File: src/rtl/riscv_cpu_div_pkg.sv
// Shared ALU/divider types: opcode encoding, divider FSM states and op-bit positions.
package riscv_cpu_div_pkg;

  localparam int ALU_OP_WIDTH = 5;

  typedef enum logic [ALU_OP_WIDTH-1:0] {
    ALU_ADD  = 5'h00,
    ALU_SUB  = 5'h01,
    ALU_AND  = 5'h02,
    ALU_OR   = 5'h03,
    ALU_XOR  = 5'h04,
    ALU_SLL  = 5'h05,
    ALU_SRL  = 5'h06,
    ALU_SRA  = 5'h07,
    ALU_SLT  = 5'h08,
    ALU_SLTU = 5'h09,
    ALU_MUL  = 5'h0C,
    // Division ops keep bit0 = signed, bit1 = remainder so the divider decodes only [1:0]
    ALU_DIVU = 5'h10,
    ALU_DIV  = 5'h11,
    ALU_REMU = 5'h12,
    ALU_REM  = 5'h13
  } alu_opcode_e;

  typedef enum logic [2:0] {
    IDLE = 3'd0,
    PREP = 3'd1,
    DIV  = 3'd2,
    FIX  = 3'd3,
    DONE = 3'd4
  } div_state_e;

  localparam int DIV_OP_SIGNED_BIT = 0;
  localparam int DIV_OP_REM_BIT    = 1;

endpackage

File: src/rtl/riscv_cpu_div_if.sv
// Request/response handshake between the ALU (master) and the iterative divider (slave).
interface riscv_cpu_div_if #(
  parameter int WIDTH = 32
);
  import riscv_cpu_div_pkg::*;

  alu_opcode_e      op_i;
  logic [WIDTH-1:0] a_i;
  logic [WIDTH-1:0] b_i;
  logic             valid_i;
  logic             ready_o;
  logic [WIDTH-1:0] result_o;
  logic             valid_o;
  logic             ready_i;

  modport master (
    output op_i, a_i, b_i, valid_i, ready_i,
    input  ready_o, result_o, valid_o
  );

  modport slave (
    input  op_i, a_i, b_i, valid_i, ready_i,
    output ready_o, result_o, valid_o
  );

endinterface

File: src/rtl/riscv_cpu_div.sv
// Radix-2 restoring divider for DIV/DIVU/REM/REMU, one quotient bit per cycle.
// Define RISCV_CPU_DIV_EARLY_OUT_EN to finish divide-by-zero and signed overflow straight from PREP.
module riscv_cpu_div
  import riscv_cpu_div_pkg::*;
#(
  parameter int WIDTH = 32
) (
  input  logic          clk_i,
  input  logic          rst_i,
  input  logic          flush_i,
  riscv_cpu_div_if.slave div_bus
);

  localparam int CNT_W = $clog2(WIDTH + 1);
  localparam logic [WIDTH-1:0] MOST_NEG = {1'b1, {(WIDTH-1){1'b0}}};

  div_state_e       state_r;
  logic [1:0]       op_r;
  logic [WIDTH-1:0] a_r;
  logic [WIDTH-1:0] b_r;
  logic [WIDTH-1:0] quo_r;
  logic [WIDTH:0]   rem_r;
  logic [WIDTH-1:0] dvsr_r;
  logic [CNT_W-1:0] cnt_r;
  logic             q_neg_r;
  logic             r_neg_r;
  logic             ready_r;
  logic             valid_r;
  logic [WIDTH-1:0] result_r;

  logic             signed_s;
  logic             a_neg_s;
  logic             b_neg_s;
  logic [WIDTH-1:0] a_abs_s;
  logic [WIDTH-1:0] b_abs_s;
  logic             div_zero_s;
  logic             ovf_s;
  logic [WIDTH+1:0] shift_s;
  logic [WIDTH+1:0] diff_s;
  logic             borrow_s;
  logic [WIDTH-1:0] quo_final_s;
  logic [WIDTH-1:0] rem_final_s;
  logic [WIDTH-1:0] res_sel_s;

  function automatic logic [WIDTH-1:0] neg_if(input logic en, input logic [WIDTH-1:0] v);
    if (en) begin
      return ~v + WIDTH'(1'b1);
    end else begin
      return v;
    end
  endfunction

  // Operand conditioning, trial subtraction and final result selection.
  always_comb begin
    signed_s    = op_r[DIV_OP_SIGNED_BIT];
    a_neg_s     = signed_s & a_r[WIDTH-1];
    b_neg_s     = signed_s & b_r[WIDTH-1];
    a_abs_s     = neg_if(a_neg_s, a_r);
    b_abs_s     = neg_if(b_neg_s, b_r);
    div_zero_s  = (b_r == {WIDTH{1'b0}});
    ovf_s       = signed_s && (a_r == MOST_NEG) && (b_r == {WIDTH{1'b1}});
    // rem_r < divisor, so a negative difference always sets the top bit
    shift_s     = {rem_r, quo_r[WIDTH-1]};
    diff_s      = shift_s - {2'b00, dvsr_r};
    borrow_s    = diff_s[WIDTH+1];
    quo_final_s = neg_if(q_neg_r, quo_r);
    rem_final_s = neg_if(r_neg_r, rem_r[WIDTH-1:0]);
    if (div_zero_s) begin
      quo_final_s = {WIDTH{1'b1}};
      rem_final_s = a_r;
    end else if (ovf_s) begin
      quo_final_s = a_r;
      rem_final_s = {WIDTH{1'b0}};
    end else begin
      quo_final_s = quo_final_s;
      rem_final_s = rem_final_s;
    end
    if (op_r[DIV_OP_REM_BIT]) begin
      res_sel_s = rem_final_s;
    end else begin
      res_sel_s = quo_final_s;
    end
  end

  // Divider control FSM with registered handshake outputs and result.
  always_ff @(posedge clk_i) begin
    if (rst_i) begin
      state_r  <= IDLE;
      op_r     <= 2'b00;
      a_r      <= '0;
      b_r      <= '0;
      quo_r    <= '0;
      rem_r    <= '0;
      dvsr_r   <= '0;
      cnt_r    <= '0;
      q_neg_r  <= 1'b0;
      r_neg_r  <= 1'b0;
      ready_r  <= 1'b1;
      valid_r  <= 1'b0;
      result_r <= '0;
    end else if (flush_i) begin
      state_r <= IDLE;
      ready_r <= 1'b1;
      valid_r <= 1'b0;
    end else begin
      case (state_r)
        IDLE: begin
          ready_r <= 1'b1;
          if (div_bus.valid_i && ready_r) begin
            op_r    <= div_bus.op_i[1:0];
            a_r     <= div_bus.a_i;
            b_r     <= div_bus.b_i;
            ready_r <= 1'b0;
            state_r <= PREP;
          end
        end
        PREP: begin
          quo_r   <= a_abs_s;
          dvsr_r  <= b_abs_s;
          rem_r   <= '0;
          cnt_r   <= CNT_W'(WIDTH);
          q_neg_r <= a_neg_s ^ b_neg_s;
          r_neg_r <= a_neg_s;
`ifdef RISCV_CPU_DIV_EARLY_OUT_EN
          if (div_zero_s || ovf_s) begin
            result_r <= res_sel_s;
            valid_r  <= 1'b1;
            state_r  <= DONE;
          end else begin
            state_r <= DIV;
          end
`else
          state_r <= DIV;
`endif
        end
        DIV: begin
          if (!borrow_s) begin
            rem_r <= diff_s[WIDTH:0];
            quo_r <= {quo_r[WIDTH-2:0], 1'b1};
          end else begin
            rem_r <= shift_s[WIDTH:0];
            quo_r <= {quo_r[WIDTH-2:0], 1'b0};
          end
          cnt_r <= cnt_r - CNT_W'(1'b1);
          if (cnt_r == CNT_W'(1'b1)) begin
            state_r <= FIX;
          end
        end
        FIX: begin
          result_r <= res_sel_s;
          valid_r  <= 1'b1;
          state_r  <= DONE;
        end
        DONE: begin
          if (div_bus.ready_i) begin
            valid_r <= 1'b0;
            ready_r <= 1'b1;
            state_r <= IDLE;
          end
        end
        default: begin
          state_r <= IDLE;
          ready_r <= 1'b1;
          valid_r <= 1'b0;
        end
      endcase
    end
  end

  assign div_bus.ready_o  = ready_r;
  assign div_bus.valid_o  = valid_r;
  assign div_bus.result_o = result_r;

endmodule

File: src/flat_wrapper.sv
// flat-port wrapper written by rule: the top's interface ports become plain ports
module riscv_cpu_div_flat import riscv_cpu_div_pkg::*;
#(
  parameter int WIDTH = 32
)
  (clk_i, rst_i, flush_i, div_bus_op_i, div_bus_a_i, div_bus_b_i, div_bus_valid_i, div_bus_ready_i, div_bus_ready_o, div_bus_result_o, div_bus_valid_o);
  riscv_cpu_div_if #(.WIDTH(WIDTH)) div_bus_i ();
  input  logic clk_i;
  input  logic rst_i;
  input  logic flush_i;
  input wire logic [$bits(div_bus_i.op_i)-1:0] div_bus_op_i;
  input wire logic [$bits(div_bus_i.a_i)-1:0] div_bus_a_i;
  input wire logic [$bits(div_bus_i.b_i)-1:0] div_bus_b_i;
  input wire logic [$bits(div_bus_i.valid_i)-1:0] div_bus_valid_i;
  input wire logic [$bits(div_bus_i.ready_i)-1:0] div_bus_ready_i;
  output wire logic [$bits(div_bus_i.ready_o)-1:0] div_bus_ready_o;
  output wire logic [$bits(div_bus_i.result_o)-1:0] div_bus_result_o;
  output wire logic [$bits(div_bus_i.valid_o)-1:0] div_bus_valid_o;
  assign div_bus_i.op_i = div_bus_op_i;
  assign div_bus_i.a_i = div_bus_a_i;
  assign div_bus_i.b_i = div_bus_b_i;
  assign div_bus_i.valid_i = div_bus_valid_i;
  assign div_bus_i.ready_i = div_bus_ready_i;
  assign div_bus_ready_o = div_bus_i.ready_o;
  assign div_bus_result_o = div_bus_i.result_o;
  assign div_bus_valid_o = div_bus_i.valid_o;
  riscv_cpu_div #(.WIDTH(WIDTH)) u_core (.clk_i(clk_i), .rst_i(rst_i), .flush_i(flush_i), .div_bus(div_bus_i));
endmodule
File: config.mk
export PLATFORM = sky130hd
export DESIGN_NAME = riscv_cpu_div_flat
export DESIGN_NICKNAME = d
export VERILOG_FILES = /design/src/rtl/riscv_cpu_div_pkg.sv /design/src/rtl/riscv_cpu_div_if.sv /design/src/rtl/riscv_cpu_div.sv /design/src/flat_wrapper.sv
export SDC_FILE = /design/constraint.sdc
export NUM_CORES = 1
export LEC_CHECK = 0
export BUFFER_PORTS_ARGS = -buffer_cell sky130_fd_sc_hd__buf_2
export CORE_UTILIZATION = 55
export CTS_CLUSTER_SIZE = 20
export DETAILED_ROUTE_END_ITERATION = 10
export PLACE_DENSITY = 0.74
export SKIP_CTS_REPAIR_TIMING = 1
export SYNTH_ARGS = -nofsm -noshare
export SYNTH_HDL_FRONTEND = slang
export SYNTH_SLANG_ARGS = --single-unit
File: constraint.sdc
create_clock -name clk_i -period 3.3 [get_ports clk_i]
set_input_delay 0.99 -clock clk_i [delete_from_list [all_inputs] [get_ports clk_i]]
set_output_delay 0.99 -clock clk_i [all_outputs]
set_load 0.05 [all_outputs]
* After elaboration in Yosys (flattened, before gate mapping)
Index checks and enable logic that the tools add are counted.
Cells by class: multiplexer cells 23, reductions and logical operators 16, $add $sub $neg 6, equal/unequal tests 10, bitwise gates (word level) 10
Operators with widths (number):
- 32-bit 2-to-1 mux | 9
- 32-bit by 1-bit adder with 32-bit output (second input constant) | 4
- 32-bit NOT | 4
- 33-bit case mux with 2 select lines | 1
- 32-bit equality test (second input constant) | 2
- 32-bit case mux with 2 select lines | 1
- 34-bit by 32-bit subtractor with 34-bit output | 1
- 33-bit 2-to-1 mux | 1
- 32-bit logical NOT | 1
- 3-bit case mux with 5 select lines | 1
- 6-bit case mux with 2 select lines | 1
- 2-bit AND reduction | 5
- 3-bit 2-to-1 mux | 3
- 3-bit by 2-bit equality test with 1-bit output (second input constant) | 2
- 6-bit by 1-bit equality test with 1-bit output (second input constant) | 1
- 1-bit case mux with 3 select lines | 2
- 3-bit AND reduction | 2
- 3-bit OR reduction | 2
- 6-bit by 1-bit subtractor with 6-bit output (second input constant) | 1
- 1-bit 2-to-1 mux | 4
- 2-bit by 1-bit inequality test with 1-bit output (second input constant) | 2
- 3-bit by 1-bit equality test with 1-bit output (second input constant) | 1
- 3-bit equality test (second input constant) | 1
- 1-bit logical AND | 3
- 7 further kinds | 10
Storage, ports and cells: logic and storage cells 78, flip-flop bits (word level) 208

* Longest topological paths before layout
Gate-level depths: netlist (run 1).
depth in word-level cells 6, mapped depth 13, mapped depth without buffers 13

* Worst setup path before layout (run 1)
OpenSTA, ideal clock, no wires.
kind register -> register, start register u_core.quo_r[15], end register u_core.result_r[31] (netlist: u_core.div_bus.result_o[31]), buffers on the path 0, stages on the path, launching flop included 9, data required time 3183 ps, arrival 2711 ps, slack 472 ps, library setup time 117 ps, cell sequence dfxtp_1 -> or4_4 -> or4_1 -> or2_1 -> or4_4 -> o31ai_4 -> xnor2_1 -> nand3_1 -> a32o_1
On the way: word-level cells in the longest chain between the ends 6
Ends and longest elaborated chain:
- start: declaration | line riscv_cpu_div.sv:21 | logic [WIDTH-1:0] quo_r;
- start signal: assignment | line riscv_cpu_div.sv:118 | quo_r <= a_abs_s;
- start signal: assignment | line riscv_cpu_div.sv:139 | quo_r <= {quo_r[WIDTH-2:0], 1'b1};
- start signal: assignment | line riscv_cpu_div.sv:142 | quo_r <= {quo_r[WIDTH-2:0], 1'b0};
- 32-bit NOT | line riscv_cpu_div.sv:47 | return ~v + WIDTH'(1'b1);
- 32-bit by 1-bit adder with 32-bit output | line riscv_cpu_div.sv:47
- 32-bit 2-to-1 mux | line riscv_cpu_div.sv:46 | if (en) begin
- 32-bit 2-to-1 mux | line riscv_cpu_div.sv:71 | end else if (ovf_s) begin
- 32-bit 2-to-1 mux | line riscv_cpu_div.sv:68 | if (div_zero_s) begin
- 32-bit 2-to-1 mux | line riscv_cpu_div.sv:78 | if (op_r[DIV_OP_REM_BIT]) begin
- end signal: assignment | line riscv_cpu_div.sv:150 | result_r <= res_sel_s;
- end: declaration | line riscv_cpu_div.sv:29 | logic [WIDTH-1:0] result_r;
Every way passes these cells. A chain may end at the register's enable or synchronous reset.

* Worst setup path in the final report (run 1)
start register u_core.dvsr_r[1], end register u_core.rem_r[28]
On the way: word-level cells in the longest chain between the ends 3
Ends and longest elaborated chain:
- start: declaration | line riscv_cpu_div.sv:23 | logic [WIDTH-1:0] dvsr_r;
- start signal: assignment | line riscv_cpu_div.sv:119 | dvsr_r <= b_abs_s;
- 34-bit by 32-bit subtractor with 34-bit output | line riscv_cpu_div.sv:64 | diff_s = shift_s - {2'b00, dvsr_r};
- 33-bit 2-to-1 mux | line riscv_cpu_div.sv:137 | if (!borrow_s) begin
- 33-bit case mux with 2 select lines | line riscv_cpu_div.sv:106 | case (state_r)
- end signal: assignment | line riscv_cpu_div.sv:138 | rem_r <= diff_s[WIDTH:0];
- end signal: assignment | line riscv_cpu_div.sv:141 | rem_r <= shift_s[WIDTH:0];
- end: declaration | line riscv_cpu_div.sv:22 | logic [WIDTH:0] rem_r;
Every way passes these cells.

==> key figures, run 1 <==
Run status
  – Status: finished clean

Clock tree
  – Root buf cell: clkbuf_16
  – CTS tree: yes
  – Clk slew on worst S/H paths: 60 ps
  – CTS sink cnt: 208
  – CTS buffer count: 23
  – CTS Buffer Depth: 3
  – Clock Latency Late Sink: 520 ps
  – Clock H-tree levels: 1

Timing
  – Final setup vio count: 0
  – Worst slew pin tran: 1040 ps
  – Max-slew violation count: 0
  – Hold slack final: 462 ps
  – Final hold violation count: 0
  – RSZ-0062 raised after global routing: no
  – Fin Setup TNS: 0 ps
  – Final period util: 95.6%
  – Min Tclk post-route: 3160 ps
  – Relative slew slack: 30.3%
  – Fmax: 317 MHz
  – Setup Skew: 11.8 ps
  – Post-route setup slack: 144 ps

Setup path
  – Slowest CP cell: fa_1
  – Critical path startpoint category: register
  – CP Max Fanout: 3
  – Crit-path leading delay family: compound AO/OA/AOI/OAI gates
  – CP dominant cell by count: buf_4
  – Buffers & Inverters on Critical Path: 4
  – Crit-path cells: inv_1 > buf_4 > fa_1 > a211oi_1 > o211a_1 > o21ai_1 > a21oi_1 > buf_4 > o311ai_1 > a21oi_1 > buf_4 > o21ba_2 > xor2_1 > o21ai_0
  – FF-to-FF path depth: 14
  – Crit Path Class: register to register
  – CP Data Required Time: 3710 ps
  – Worst path depth: 14
  – Critical Path End Type: register
  – CP max stage delay: 440 ps
  – CP Data Arrival Time: 3560 ps

Power
  – Share of power burned in registers: 40.0%
  – Sw frac: 29.2%
  – Logic pwr share: 21.2%
  – Clk pwr share: 38.8%
  – Pint: 4.69 mW
  – PD cells: 446 nW/um^2
  – Psw: 1.94 mW
  – Leakage: 6.06 nW
  – Max rail drop VDD: 0.000323 V

Routing
  – Wire per inst: 17.5 um
  – First-pass DRT Iterations: 7
  – Via/cell ratio: 6.09
  – Via Count: 12,900
  – Antenna-violating nets left: 0
  – DRT Wirelength: 37.0 mm
  – Iter 0 DRT Violations: 1,080
  – DRC violations left: 0

Global route
  – Antenna violations before repair: 1
  – Number of global-route vias before repair: 11,700
  – Largest net degree at the start of global routing: 93
  – Global Route Usage Sum: 31.0%
  – Grt ovf: 0
  – First-pass GRT wire length: 60.5 mm

Floorplanning
  – Row cnt: 55
  – Core ar.: 22,700 um^2
  – Die X: 154 um
  – Top-Level Pins: 108
  – Die Y: 154 um
  – Die area: 23,800 um^2
  – Starting density of the core: 56.1%

Logic synthesis
  – Mapped cell area: 12,700 um^2
  – #FFs+latches synth: 208
  – Syn Nets: 1,798
  – Syn Area/Cell: 7.57 um^2
  – Synth cell types: 70
  – Ys async rst share: 0%
  – Number of synthesized flops with an enable pin: 0
  – Sequential share of the synthesized area: 32.7%
  – Synth Flop Type: dfxtp_1
  – Synth warn: 0
  – Synth Instances: 1,684

Layout
  – Final nets: 1,925
  – Area growth, synth to finish: 16.7%
  – Final Util: 65.5%
  – Cell Count, Final, Fillers Out: 2,112
  – Ant. Diodes: 0
  – FF+latch area: 4160 um^2
  – Footprint of the multi-input gates: 8020 um^2
  – Share of post-route cells with drive strength above 1: 15.1%
  – Fillers: 1,989

Place
  – Detailed Place HPWL: 26.8 mm
  – IO Port Bufs: 104
  – Pre-CTS setup slack: 47.2 ps
  – DP Cell Count: 2,068
  – Gpl congestion: 0.954

Min path
  – Hold Crit Depth: 2
  – Hold Crit Class: register to register

Job
  – Max Cap Viol: 0
-- per-layer routing --
metal / up-vias / routed length (um) / track usage [%]
li1: 6271 / - / -
met1: 5976 / 16600 / 43.3
met2: 532 / 16400 / 49.3
met3: 83 / 2670 / 4.29
met4: 2 / 1220 / 10.1
met5: - / 13 / 0
-- Yosys cell counts (all sizes together) (4+ instances only) --
cell type  number  area [um^2]
o31ai          29          231
nand3          21          105
nor3           43          225
a31oi           6         37.5
nor2b           5         31.3
a222oi         25          250
nor2          146          548
o21a            5         37.5
a221oi          8         70.1
ha             39          488
o211ai          7         52.6
and2            4         25.0
or4            21          173
o22ai           4         25.0
a211oi         40          300
or3            19          119
xnor2          72          631
a2bb2oi         6         52.6
o21ai         134          678
nand4          13         81.3
nand2b         10         62.6
a21o           18          135
buf            16         75.1
o41ai          15          131
nand2         276         1040
or2             6         37.5
inv            55          206
nor4           16          106
o21bai          6         45.0
dfxtp         208         4160
xor2           74          648
a211o           5         43.8
clkbuf         92          345
mux2i          29          290
a311oi         14          123
a21oi         160          801
-- power groups by stage --
stage	logic (mW)	registers, mW	clock network [mW]
after floorplan	0.906	2.69	0
after global placement	1.30	2.70	0
after detailed placement	1.32	2.70	0
after CTS	1.33	2.65	2.61
after global routing	1.53	2.66	2.70
final	1.40	2.65	2.57
-- worst min-delay path, delay by kind of cell, from the launching register on --
family | cells | cell delay, ps
AND/OR/NAND/NOR | 1 | 50
flip-flops | 1 | 310
AO/OA/AOI/OAI | 1 | 50
-- cell usage in the layout (no fill, tap or decap), drive strengths merged, types with 6 or more instances in the layout --
master   netlist  layout
o41ai         15      15
a211oi        40      40
a221oi         8       8
o31ai         29      29
or3           19      19
a21o          18      18
o211ai         7       7
inv           55      56
nor4          16      16
clkinv         1       7
nor2         146     147
o21ai        134     134
nor3          43      43
a21oi        160     160
clkbuf        92      32
mux2i         29      29
xor2          74      74
nand2        276     276
or4           21      21
a311oi        14      14
a31oi          6       6
a2bb2oi        6       6
nand3         21      21
buf           16     209
a222oi        25      25
dfxtp        208     208
nand2b        10      10
or2            6       6
o21bai         6       6
xnor2         72      72
nand4         13      13
ha            39      39
-- state kept, by name, summed over array words and instances (netlist names) --
name / flops
u_core.quo_r: 32
u_core.b_r: 32
u_core.dvsr_r: 32
u_core.div_bus.valid_o: 1
u_core.q_neg_r: 1
u_core.state_r: 3
u_core.r_neg_r: 1
u_core.op_r: 2
u_core.div_bus.ready_o: 1
u_core.cnt_r: 6
u_core.div_bus.result_o: 32
u_core.rem_r: 33
u_core.a_r: 32
-- cell type report --
type,count,area share [%]
sequential,208,28.0
clock buffer,32,4.57
inverter,56,1.41
multi-input combinational,1313,53.9
tap,285,2.40
timing repair buffer,209,9.16
clock inverter,9,0.513
-- through the flow --
stage / total power [mW] / cell area (um^2)
6_report: 6.63 / 14900
3_3_place_gp: 4.00 / 14100
3_5_place_dp: 4.02 / 14100
2_1_floorplan: 3.60 / 12700
5_1_grt: 6.89 / 14900
4_1_cts: 6.59 / 14800
-- final timing paths --
| check | start | slack, ps | end |
|---|---|---|---|
| max | u_core.dvsr_r[1] | 140 | u_core.rem_r[28] |
| min | u_core.dvsr_r[31] | 460 | u_core.dvsr_r[31] |
| max reg2reg | u_core.dvsr_r[1] | 140 | u_core.rem_r[28] |
| min reg2reg | u_core.dvsr_r[31] | 460 | u_core.dvsr_r[31] |
-- kinds of logic after synthesis --
kind of cell / count (synthesis) / synth area share [%]
and+or+nand+nor: 594 / 20.9
AOI/OAI and AO/OA: 503 / 25.2
DFF: 208 / 32.7
buffers and inverters: 164 / 4.95
xor gates and xnor gates: 146 / 10.0
adders and majority gates: 40 / 3.99
muxes: 29 / 2.28
No activity file was read; power rests on OpenSTA's default activity.
==> run 2, diff against run 1 <==
ABC_AREA = 1   (was default)
==> run 2 against run 1 <==
  * Sequential power is 2% higher
  * Power up 11%
  * Count of clock-buffer cells in the layout shrank 3
  * Sequential cell count unchanged
  * Design area grew 14%
  * Register-to-register slack improved by 230 ps
  * Maximum frequency grew 8.0%
  * Clock skew up 5.1 ps
  * Sequential share of layout area fell by 3.4 points
  * Area after synthesis increased by 21%
  * Critical path depth increased by 1
  * Via count up 31%
  * Critical endpoint is now u_core.rem_r[27]
  * Highest routed layer unchanged
==> key figures, run 2 <==
Layout
  – Most flops, register: u_core.rem_r
  – Final nets: 2,717 (+41%)
  – Ant. Diodes: 0 (unchanged)
  – Most frequent cells in the layout: nand2_1 (668), inv_1 (345), nand3_1 (314)
  – Final non-filler cell area: 16,900 um^2 (+14%)
  – Fillers: 2,781 (+40%)
  – Most common cell after layout, fill and taps aside: nand2_1
  – Share of post-route cells with drive strength above 1: 9.09% (-6.0 points)
  – Area growth, synth to finish: 9.90%
  – Max reg flops: 33 (unchanged)
  – Cell Count, Final, Fillers Out: 2,989 (+42%)
  – FF+latch area: 4160 um^2 (unchanged)
  – Final Util: 62.3% (-3.2 points)
  – Footprint of the multi-input gates: 9390 um^2 (+17%)

Logic synthesis
  – #FFs+latches synth: 208 (unchanged)
  – Sequential share of the synthesized area: 27.0% (-5.6 points)
  – Syn Nets: 2,668 (+48%)
  – Leading area contributor after synthesis: dfxtp_1
  – Post-synthesis xor/xnor area fraction: 3.64% (-6.4 points)
  – Number of synthesized flops with an enable pin: 0 (unchanged)
  – Synth Instances: 2,554 (+52%)
  – Synth cell types: 46 (-34%)
  – Largest family of logic cells by synthesized area: simple AND/OR/NAND/NOR gates
  – Mux contribution to synthesized area: 0% (-2.3 points)
  – Mapped cell area: 15,400 um^2 (+21%)
  – Synth cell count leaders: nand2_1 (668), inv_1 (346), nand3_1 (314), a21oi_1 (222), dfxtp_1 (208)
  – Synth Flop Type: dfxtp_1
  – Count leader, synth: nand2_1
  – Complex-gate fraction of the synthesized area: 15.2% (-10 points)
  – Syn Area/Cell: 6.03 um^2 (-20%)
  – Ys async rst share: 0% (unchanged)
  – Synth warn: 0 (unchanged)
  – Post-Synth Adder-Cell Area: 3.30% (-0.69 points)
  – Share of the synthesized area in the top cell type: 27.0% (-5.6 points)
  – Simple-gate share of the synthesized area: 38.8% (+18 points)
  – Synth top area cells: dfxtp_1 (27%), nand2_1 (16%), nand3_1 (10%)

Global route
  – Global Route Usage Sum: 34.9% (+3.9 points)
  – Largest net degree at the start of global routing: 81 (-13%)
  – Antenna violations before repair: 1 (unchanged)
  – Number of global-route vias before repair: 15,000 (+27%)
  – First-pass GRT wire length: 79.5 mm (+31%)
  – Grt ovf: 0 (unchanged)

Floorplanning
  – Top-Level Pins: 108 (unchanged)
  – Starting density of the core: 56.7% (+0.56 points)
  – Core ar.: 27,200 um^2 (+20%)
  – Row cnt: 60 (+9.1%)
  – Die X: 169 um (+9.8%)
  – Die area: 28,700 um^2 (+21%)
  – Die Y: 169 um (+9.8%)

Routing
  – Iter 0 DRT Violations: 1,929 (+79%)
  – Via/cell ratio: 5.66 (-7.1%)
  – Via Count: 16,900 (+31%)
  – Wire per inst: 16.9 um (-3.4%)
  – First-pass DRT Iterations: 6 (-1)
  – DRT Wirelength: 50.6 mm (+37%)
  – Antenna-violating nets left: 0 (unchanged)
  – DRC violations left: 0 (unchanged)

Setup path
  – Reg2Reg Launch Point: u_core.rem_r[6]
  – R2R Setup Slk: 380 ps (+230 ps)
  – Crit-path leading delay family: simple AND/OR/NAND/NOR gates
  – Critical Path End Type: register
  – Crit Path Class: register to register
  – CP Max Fanout: 23 (+20)
  – CP Data Required Time: 3760 ps (+50 ps)
  – Crit-path cells: ha_1 > nand2_1 > inv_2 > nand2_1 > nand2_1 > inv_2 > nand3_2 > nand2_2 > nand2_2 > nand2_2 > nand3_2 > buf_4 > nand3_2 > nand3_1 > a21oi_1
  – Buffers & Inverters on Critical Path: 3 (-1)
  – CP Data Arrival Time: 3380 ps (-180 ps)
  – Critical path startpoint category: register
  – CP max stage delay: 480 ps (+40 ps)
  – FF-to-FF path depth: 15 (+1)
  – Slowest CP cell: nand3_2
  – Crit Reg-Reg Endpoint: u_core.rem_r[27]

Place
  – Placed Area: 16,100 um^2 (+15%)
  – Pre-CTS setup slack: 458 ps (+410 ps)
  – DP Cell Count: 2,949 (+43%)
  – IO Port Bufs: 104 (unchanged)
  – Gpl congestion: 0.950 (-0.46%)
  – Detailed Place HPWL: 38.8 mm (+45%)

Clock tree
  – CTS buffer count: 24 (+4.3%)
  – CTS sink cnt: 208 (unchanged)
  – Clock H-tree levels: 1 (unchanged)
  – Clk slew on worst S/H paths: 70 ps (about the same)
  – Clock Latency Late Sink: 540 ps (+20 ps)
  – CTS tree: yes
  – Root buf cell: clkbuf_16
  – CTS Buffer Depth: 3 (unchanged)

Power
  – PD cells: 434 nW/um^2 (-2.7%)
  – Leakage: 8.26 nW (+36%)
  – Total power: 7.34 mW (+11%)
  – Max rail drop VDD: 0.000406 V (+26%)

Timing
  – Fmax: 342 MHz (+8.0%)
  – Final period util: 88.6% (-7.0 points)
  – Setup Skew: 16.8 ps (+5.07 ps)
  – Relative slew slack: 42.4% (+12 points)
  – Final hold violation count: 0 (unchanged)
  – Max-slew violation count: 0 (unchanged)
  – RSZ-0062 raised after global routing: no
  – Final setup vio count: 0 (unchanged)
  – Fin Setup TNS: 0 ps (unchanged)
  – Post-route setup slack: 377 ps (+232 ps)
  – Worst slew pin tran: 864 ps (-173 ps)
  – Hold slack final: 463 ps (+0.985 ps)
  – Min Tclk post-route: 2920 ps (-232 ps)

Min path
  – Hold Crit Class: register to register
  – Hold Crit Start: u_core.div_bus.result_o[15]
  – Hold Crit Depth: 2 (unchanged)
  – WHS Endpoint: u_core.div_bus.result_o[15]

Run status
  – Status: finished clean

Job
  – Max Cap Viol: 0 (unchanged)
-- run 2: cell types whose count changed after synthesis, sizes merged, moves of 26 or more --
cell	before	now
inv	55	354
nand4	13	43
nor2	146	211
a21oi	160	222
a211oi	40	1
buf	16	42
mux2i	29	0
nand3	21	339
o21ai	134	160
xor2	74	48
xnor2	72	16
nand2	276	675
-- run 2: kinds of logic after synthesis --
group	after synthesis
fa+ha+maj	40
compound gates	439
flops	208
xor+xnor	64
buf+inv	467
simple gates	1336
-- run 2: per-layer routing --
layer,part of all wire [%],vias to the layer above,track usage [%],routed length [um]
met5,0.028,-,0,14
li1,-,8405,-,-
met4,2.3,2,8.70,1160
met1,47,7698,52.1,23700
met3,10,68,6.27,5090
met2,41,734,51.3,20500
-- run 2: area by class of cell --
type	instances	area share, %
repair buffers	134	4.49
multi-input cells	1879	55.5
clock inverters	11	0.983
inverters	356	7.90
well taps	372	2.75
clock buffers	29	3.78
flip-flops and latches	208	24.6
-- run 2: worst min-delay path: cells and delay by family, from the launching register on --
kind | cells | cell delay (ps)
simple gates | 1 | 60
flops | 1 | 310
compound gates | 1 | 50
-- run 2: worst max-delay path by stage --
stage                          startpoint          endpoint  slack [ps]  cells after the start
after CTS                 u_core.rem_r[6]  u_core.rem_r[27]         420                     15
after global routing      u_core.rem_r[6]  u_core.rem_r[31]         100                     15
final                     u_core.rem_r[6]  u_core.rem_r[27]         380                     15
after floorplan           div_bus_valid_i    u_core.b_r[18]        1180                      7
after global placement    u_core.rem_r[6]  u_core.rem_r[31]         510                     15
after detailed placement  u_core.rem_r[6]  u_core.rem_r[31]         460                     15
-- run 2: where the power goes --
group | internal [mW] | total (mW) | switching [mW] | leakage [nW]
sequential | 2.60 | 2.70 | 0.101 | 1.69
combinational | 0.599 | 1.88 | 1.28 | 6.18
clock | 1.63 | 2.76 | 1.13 | 0.397
total | 4.83 | 7.34 | 2.52 | 8.26
